===== config.mk =====
export PLATFORM = sky130hd
export DESIGN_NAME = png_rgb_axis_packer
export DESIGN_NICKNAME = d
export VERILOG_FILES = /design/src/rtl/png_rgb_axis_packer.sv
export SDC_FILE = /design/constraint.sdc
export NUM_CORES = 2
export LEC_CHECK = 0
export BUFFER_PORTS_ARGS = -buffer_cell sky130_fd_sc_hd__buf_4
export CORE_AREA = 2 2 526 528
export DETAILED_ROUTE_END_ITERATION = 10
export DIE_AREA = 0 0 528 530
export PLACE_DENSITY_LB_ADDON = 0.15
export SLEW_MARGIN = 0
export SYNTH_ARGS = -nofsm -noshare
export SYNTH_HDL_FRONTEND = slang
export SYNTH_SLANG_ARGS = --single-unit

===== constraint.sdc =====
create_clock -name clk -period 8.7 [get_ports clk]
set_clock_uncertainty 0.2 [all_clocks]
set_input_delay 1.74 -clock clk [delete_from_list [all_inputs] [get_ports clk]]
set_output_delay 1.74 -clock clk [all_outputs]
set_load 0.01 [all_outputs]

===== src/rtl/png_rgb_axis_packer.sv =====
// ---------------------------------------------------------------------------
// png_rgb_axis_packer
//
// Purpose:
//   Packs the 24-bit RGB pixel stream coming out of the PNG decoder into
//   48-bit AXI-Stream beats (two pixels per beat, even pixel in the low half)
//   and buffers them in a first-word-fall-through FIFO feeding the CNN rgb_in
//   port. tlast marks the final beat of each frame, computed from the frame
//   width/height latched on png_core_start_i. A registered almost-full flag
//   lets the upstream decoder throttle itself, since this block exerts no
//   backpressure on pixels.
//
// Optional feature (compile-time macro):
//   AXIS_TUSER_EN - adds output m_axis_tuser, high on the first beat of every
//                   frame (start of frame). The FIFO entry grows to 50 bits.
//
// Parameters:
//   FIFO_DEPTH - FIFO depth in beats (power of two, >= 8)
//   AF_MARGIN  - almost-full asserts at occupancy >= FIFO_DEPTH-AF_MARGIN
//
// Ports:
//   clk, rst            - clock, asynchronous active-high reset
//   png_core_start_i    - frame start pulse, qualifies width_i/height_i
//   width_i, height_i   - frame size in pixels
//   png_rgb_i           - pixel {R,G,B}
//   png_rgb_valid_i     - pixel valid (always accepted)
//   fifo_almost_full_o  - registered almost-full flag
//   m_axis_*            - AXI-Stream master (tdata, tvalid, tready, tlast[, tuser])
//   frame_done_o        - pulse after a tlast handshake or a zero-size frame
//   err_o               - sticky error: overflow, stray pixel, aborted frame
// ---------------------------------------------------------------------------
module png_rgb_axis_packer #(
  parameter int FIFO_DEPTH = 64,
  parameter int AF_MARGIN  = 4
) (
  input  logic        clk,
  input  logic        rst,
  input  logic        png_core_start_i,
  input  logic [13:0] width_i,
  input  logic [31:0] height_i,
  input  logic [23:0] png_rgb_i,
  input  logic        png_rgb_valid_i,
  output logic        fifo_almost_full_o,
  output logic [47:0] m_axis_tdata,
  output logic        m_axis_tvalid,
  input  logic        m_axis_tready,
  output logic        m_axis_tlast,
`ifdef AXIS_TUSER_EN
  output logic        m_axis_tuser,
`endif
  output logic        frame_done_o,
  output logic        err_o
);

  localparam int AW = $clog2(FIFO_DEPTH);
  localparam int CW = AW + 1;
`ifdef AXIS_TUSER_EN
  localparam int FW = 50;
`else
  localparam int FW = 49;
`endif
  localparam logic [AW-1:0] PTR_ONE = AW'(1);
  localparam logic [CW-1:0] CNT_ONE = CW'(1);
  localparam logic [CW-1:0] CNT_FULL = CW'(FIFO_DEPTH);
  localparam logic [CW-1:0] CNT_AF = CW'(FIFO_DEPTH - AF_MARGIN);

  typedef enum logic [1:0] {
    S_IDLE = 2'd0,
    S_EVEN = 2'd1,
    S_ODD  = 2'd2
  } state_t;

  state_t          r_state;
  state_t          w_next_state;
  logic [31:0]     r_total;
  logic [31:0]     r_pix_cnt;
  logic [23:0]     r_held;
  logic [FW-1:0]   r_mem [FIFO_DEPTH];
  logic [AW-1:0]   r_wr_ptr;
  logic [AW-1:0]   r_rd_ptr;
  logic [CW-1:0]   r_count;
  logic            r_af;
  logic            r_done;
  logic            r_err;
`ifdef AXIS_TUSER_EN
  logic            r_sof;
`endif

  logic [31:0]     w_total;
  logic            w_last_pix;
  logic            w_wr_req;
  logic [47:0]     w_wr_data;
  logic            w_wr_last;
  logic            w_stray;
  logic            w_abort;
  logic [FW-1:0]   w_wr_entry;
  logic [FW-1:0]   w_head;
  logic            w_tvalid;
  logic            w_rd;
  logic            w_full;
  logic            w_do_wr;

  // Frames larger than 2^32 pixels are unsupported; the product is truncated.
  assign w_total    = {18'd0, width_i} * height_i;
  assign w_last_pix = ((r_pix_cnt + 32'd1) == r_total);

  // Next-state and beat-write decode for the pixel pairing FSM.
  always_comb begin
    w_next_state = r_state;
    w_wr_req     = 1'b0;
    w_wr_data    = 48'h0;
    w_wr_last    = 1'b0;
    w_stray      = 1'b0;
    w_abort      = 1'b0;
    if (png_core_start_i) begin
      // A start pre-empts any frame in flight; the held half-beat is lost.
      w_abort = (r_state != S_IDLE);
      if (w_total != 32'd0) begin
        w_next_state = S_EVEN;
      end else begin
        w_next_state = S_IDLE;
      end
    end else if (png_rgb_valid_i) begin
      case (r_state)
        S_IDLE: begin
          w_stray = 1'b1;
        end
        S_EVEN: begin
          if (w_last_pix) begin
            // Odd-length frame: final pixel goes out alone, upper half zero.
            w_wr_req     = 1'b1;
            w_wr_data    = {24'h0, png_rgb_i};
            w_wr_last    = 1'b1;
            w_next_state = S_IDLE;
          end else begin
            w_next_state = S_ODD;
          end
        end
        S_ODD: begin
          w_wr_req  = 1'b1;
          w_wr_data = {png_rgb_i, r_held};
          w_wr_last = w_last_pix;
          if (w_last_pix) begin
            w_next_state = S_IDLE;
          end else begin
            w_next_state = S_EVEN;
          end
        end
        default: begin
          w_next_state = S_IDLE;
        end
      endcase
    end else begin
      w_next_state = r_state;
    end
  end

`ifdef AXIS_TUSER_EN
  assign w_wr_entry = {r_sof, w_wr_last, w_wr_data};
`else
  assign w_wr_entry = {w_wr_last, w_wr_data};
`endif

  assign w_head   = r_mem[r_rd_ptr];
  assign w_tvalid = (r_count != {CW{1'b0}});
  assign w_rd     = w_tvalid & m_axis_tready;
  assign w_full   = (r_count == CNT_FULL);
  // A same-cycle read frees a slot, so a write into a full FIFO still lands.
  assign w_do_wr  = w_wr_req & (~w_full | w_rd);

  // FSM state register.
  always_ff @(posedge clk or posedge rst) begin
    if (rst) begin
      r_state <= S_IDLE;
    end else begin
      r_state <= w_next_state;
    end
  end

  // Frame size, pixel counter and the held even pixel.
  always_ff @(posedge clk or posedge rst) begin
    if (rst) begin
      r_total   <= 32'd0;
      r_pix_cnt <= 32'd0;
      r_held    <= 24'h0;
    end else if (png_core_start_i) begin
      r_total   <= w_total;
      r_pix_cnt <= 32'd0;
    end else if (png_rgb_valid_i && (r_state != S_IDLE)) begin
      r_pix_cnt <= r_pix_cnt + 32'd1;
      if (r_state == S_EVEN) begin
        r_held <= png_rgb_i;
      end
    end
  end

`ifdef AXIS_TUSER_EN
  // Start-of-frame marker, consumed by the first beat of the frame.
  always_ff @(posedge clk or posedge rst) begin
    if (rst) begin
      r_sof <= 1'b0;
    end else if (png_core_start_i) begin
      r_sof <= 1'b1;
    end else if (w_wr_req) begin
      r_sof <= 1'b0;
    end
  end
`endif

  // FIFO storage; contents need no reset because the pointers gate them.
  always_ff @(posedge clk) begin
    if (w_do_wr) begin
      r_mem[r_wr_ptr] <= w_wr_entry;
    end
  end

  // FIFO pointers and occupancy.
  always_ff @(posedge clk or posedge rst) begin
    if (rst) begin
      r_wr_ptr <= {AW{1'b0}};
      r_rd_ptr <= {AW{1'b0}};
      r_count  <= {CW{1'b0}};
    end else begin
      if (w_do_wr) begin
        r_wr_ptr <= r_wr_ptr + PTR_ONE;
      end
      if (w_rd) begin
        r_rd_ptr <= r_rd_ptr + PTR_ONE;
      end
      case ({w_do_wr, w_rd})
        2'b10:   r_count <= r_count + CNT_ONE;
        2'b01:   r_count <= r_count - CNT_ONE;
        default: r_count <= r_count;
      endcase
    end
  end

  // Status flags: almost-full lags occupancy by a cycle; err is sticky.
  always_ff @(posedge clk or posedge rst) begin
    if (rst) begin
      r_af   <= 1'b0;
      r_done <= 1'b0;
      r_err  <= 1'b0;
    end else begin
      r_af   <= (r_count >= CNT_AF);
      r_done <= (w_rd & w_head[48]) | (png_core_start_i & (w_total == 32'd0));
      r_err  <= r_err | w_stray | w_abort | (w_wr_req & ~w_do_wr);
    end
  end

  assign fifo_almost_full_o = r_af;
  assign frame_done_o       = r_done;
  assign err_o              = r_err;
  assign m_axis_tvalid      = w_tvalid;
  assign m_axis_tdata       = w_tvalid ? w_head[47:0] : 48'h0;
  assign m_axis_tlast       = w_tvalid & w_head[48];
`ifdef AXIS_TUSER_EN
  assign m_axis_tuser       = w_tvalid & w_head[49];
`endif

endmodule


==> out/results.txt <==
TritonCTS built the clock tree. The run gives 0 as the number of DRC violations after detailed routing. After synthesis, flip-flops and latches occupy 71.1% of the total area. The logs give 6930 for the post-synthesis net count and -0.124 ns for the worst setup slack after placement.

The logs give 193 for the site row count and 206000 um for the sum of net half-perimeters after detailed placement. Setup slack on the worst reg-to-reg path comes out at 1.68 ns. Global routing used 26.8% of the available tracks. The worst path meets setup with 0.681 ns of slack. The quantity of gates resized following cts is 0, and the wire length per cell is 34.7 um.

Yosys printed 0 warnings. In this run the vertical extent of the chip is 530 um. The max-capacitance violation count is 0. In this run, CTS created clock tree buffers numbering 337. The initial utilization of the core area, before any placement, comes to 49.6%.

The largest fanout on the critical path was 20; the initial antenna violation count was 17. The mean instance size in the synthesized netlist works out to 20.9 um2. The number of cells in the design after placement is 10100. By startpoint and endpoint, the worst setup path is classified as primary input to flip-flop.

Among all cell types in the netlist, the one instantiated most often is edfxtp_1. For the via count of the first global-routing pass, the log shows 68800. The clock passes through at most 4 buffers.

At the worst endpoint, the required time is 9.23 ns. The biggest area contributor in the post-synthesis netlist is edfxtp_1. Leaving out filler cells and counting taps, the final layout contains 10700. Once placement finished, the instance area stood at 144000 um2.

The run gives 0 as the final-report max-slew violation count. The async set-or-reset flop fraction in the synthesized netlist is 3.45%, and the length of the first detailed-routing pass in iterations is 7. The clock sink total was 3248. The total count of hold-check failures in the final report came out at 0.

The fraction of layout cells with a size suffix above 1 was 28.4%; the core utilization of the finished layout was 56.1%. After filler insertion, the fill cell instance count of the layout stands at 20400. Summing every instance area after synthesis gives 136000 um2. Setup repair after global routing left no endpoint under its margin.

The run gives 280000 um2 as the area enclosed by the die boundary. The routed design has 372000 um of wire. Compared with the post-synthesis result, the final layout area differs by 13.2%. The clock input transition at the sequential cells of the worst setup and hold paths works out to 0.06 ns. The smallest clock period supported by the final layout is computed as 8.02 ns. The synthesized netlist contains 77 unique library cells.

For the pin with the worst max-slew slack, the measured transition is 1.40 ns. The leakage power summed over all cells is 51.5 nW. The final layout contains 7273 nets. Delay contributed by the slowest stage of the critical path: 0.69 ns.

The flow ran to the end, and the final reports show no timing, DRC or antenna violations. The routed layout has 68400 vias. The nature of the critical path endpoint is a flip-flop.

The placeable core region was 275000 um2; the total of buffers placed on input and output ports was 127. Setup violations remaining at the end of the flow were counted as 0. The finished cells cover 154000 um2. The H-tree depth reported by CTS came out at 5. In this run the clock root is driven by a clkbuf_16. In this run the biggest area consumer among cell types represents 69.1% of the synthesized area. For this run, the leading register cell type out of synthesis is edfxtp_1.

The floorplan step set the die width to 528 um. Derived from the worst setup path, the maximum achievable clock frequency is 125 MHz. For this design, the slowest cell found on the critical path is a2111oi_0. Headroom to the max-slew limit came out at 6.28%.

The flop and latch count out of synthesis works out to 3248. The logs give 0.841 for the routability-driven placement congestion ratio and 129 for the pin count of the biggest net entering global routing. The buffers inserted during post-CTS setup optimization is 0. Dividing total power by cell area gives a power density of 309 nW/um2. 128 I/O pins were placed. The tools report the initial DRC count as 9513. For the critical path arrival, the log shows 8.55 ns. By area the synthesized netlist is led by edfxtp_1 (69%), mux4_2 (17%), fa_1 (4.0%). The clock reaches the later pin of the worst-skew pair after 0.88 ns.

Startpoint type of the worst setup path: a primary input. Dividing the detail-routed via count by the number of cells gives 6.37. After synthesis, the most frequently instantiated cells are edfxtp_1 (3136), mux4_2 (1029), inv_1 (326), clkbuf_1 (278), nand2_1 (275).

The first-pass GRT wire length is 526000 um, and the total congestion overflow is 0. The worst hold path belongs to the class flip-flop to flip-flop. Hold repair after CTS inserted 0 buffers. The number of enable-type register cells in the synthesized netlist is 3136, and the cell count after synthesis is 6512. The detail route stage leaves a number of antenna-violating nets equal to 0. The worst IR drop on VDD came out at 499 uV. The worst path uses 92.2% of the clock period.
-- worst max-delay path: cells and delay by family --
family                     cells  cell delay [ns]
adders and majority gates      7             3.39
AOI/OAI and AO/OA              5             1.68
and+or+nand+nor                4             0.93
buffers and inverters          8             0.67
xor gates and xnor gates       1             0.13
-- state kept, by name, indices dropped and copies added (netlist names) --
name / flops
r_state: 2
r_wr_ptr: 6
fifo_almost_full_o: 1
r_rd_ptr: 6
r_pix_cnt: 32
r_count: 7
frame_done_o: 1
r_held: 24
r_total: 32
r_mem: 3136
err_o: 1
-- metrics by stage --
step	setup TNS, ns	total power, W	hold slack (ns)
3_3_place_gp	-0.131	0.0342	0.289
4_1_cts	0	0.0480	0.311
2_1_floorplan	0	0.0292	0.272
3_5_place_dp	-0.194	0.0342	0.297
6_report	0	0.0476	0.310
5_1_grt	0	0.0500	0.332
-- power breakdown --
group          total [W]  internal, W  switching (W)
clock network     0.0139      0.00793        0.00592
logic             0.0162      0.00749        0.00875
registers         0.0175       0.0171       0.000418
total             0.0476       0.0325         0.0151
-- cell usage in the layout, fill, tap and decap left out, types with 40 or more instances in the layout --
master	Yosys	routed
and2_1	159	159
edfxtp_1	3136	3136
o21ai_0	50	50
ha_1	70	69
clkinv_2	0	65
buf_12	0	70
nand2_1	275	274
mux4_2	1029	1029
fa_1	273	273
nor2b_1	54	53
inv_1	326	325
clkinv_1	0	85
dfrtp_1	112	106
a21oi_1	49	49
nor2_1	133	59
clkbuf_16	0	345
xnor2_1	78	78
clkbuf_1	278	70
mux2_2	48	48
nor2_4	0	82
buf_4	1	287
xor2_1	40	40
-- cell families after synthesis --
family,after synthesis,share of synthesized area [%]
buffers and inverters,679,1.89
adders and majority gates,343,4.65
and+or+nand+nor,820,3.05
AOI/OAI and AO/OA,222,1.07
xor gates and xnor gates,119,0.775
muxes,1081,17.4
DFF,3248,71.1
-- final timing paths --
kind,from,to,cells after the start
hold / removal,r_held[4],r_held[4],1
min in group asynchronous,rst,r_rd_ptr[2],2
max in group asynchronous,rst,r_rd_ptr[4],3
setup / recovery,width_i[2],r_state[0],25
hold reg to reg,r_held[4],r_held[4],1
setup reg to reg,r_pix_cnt[0],r_mem[61][28],12
-- layout make-up --
class	instances	area, um2	area share [%]
Multi-Input combinational cell	2585	37500	24.3
Clock inverter	193	1590	1.03
Sequential cell	3248	97000	62.9
Inverter	326	1230	0.797
Antenna cell	5	12.5	0.00811
Tap cell	3607	4510	2.93
Timing Repair Buffer	357	3560	2.31
Clock buffer	416	8910	5.78
-- layer usage --
layer | GRT usage, % | routed length (um) | vias up
met5 | 0 | 0 | -
met4 | 7.36 | 10700 | 0
met3 | 4.00 | 30900 | 540
met2 | 42.5 | 179000 | 3223
met1 | 39.3 | 152000 | 37600
li1 | - | - | 27000
No activity file was read; power rests on OpenSTA's default activity.
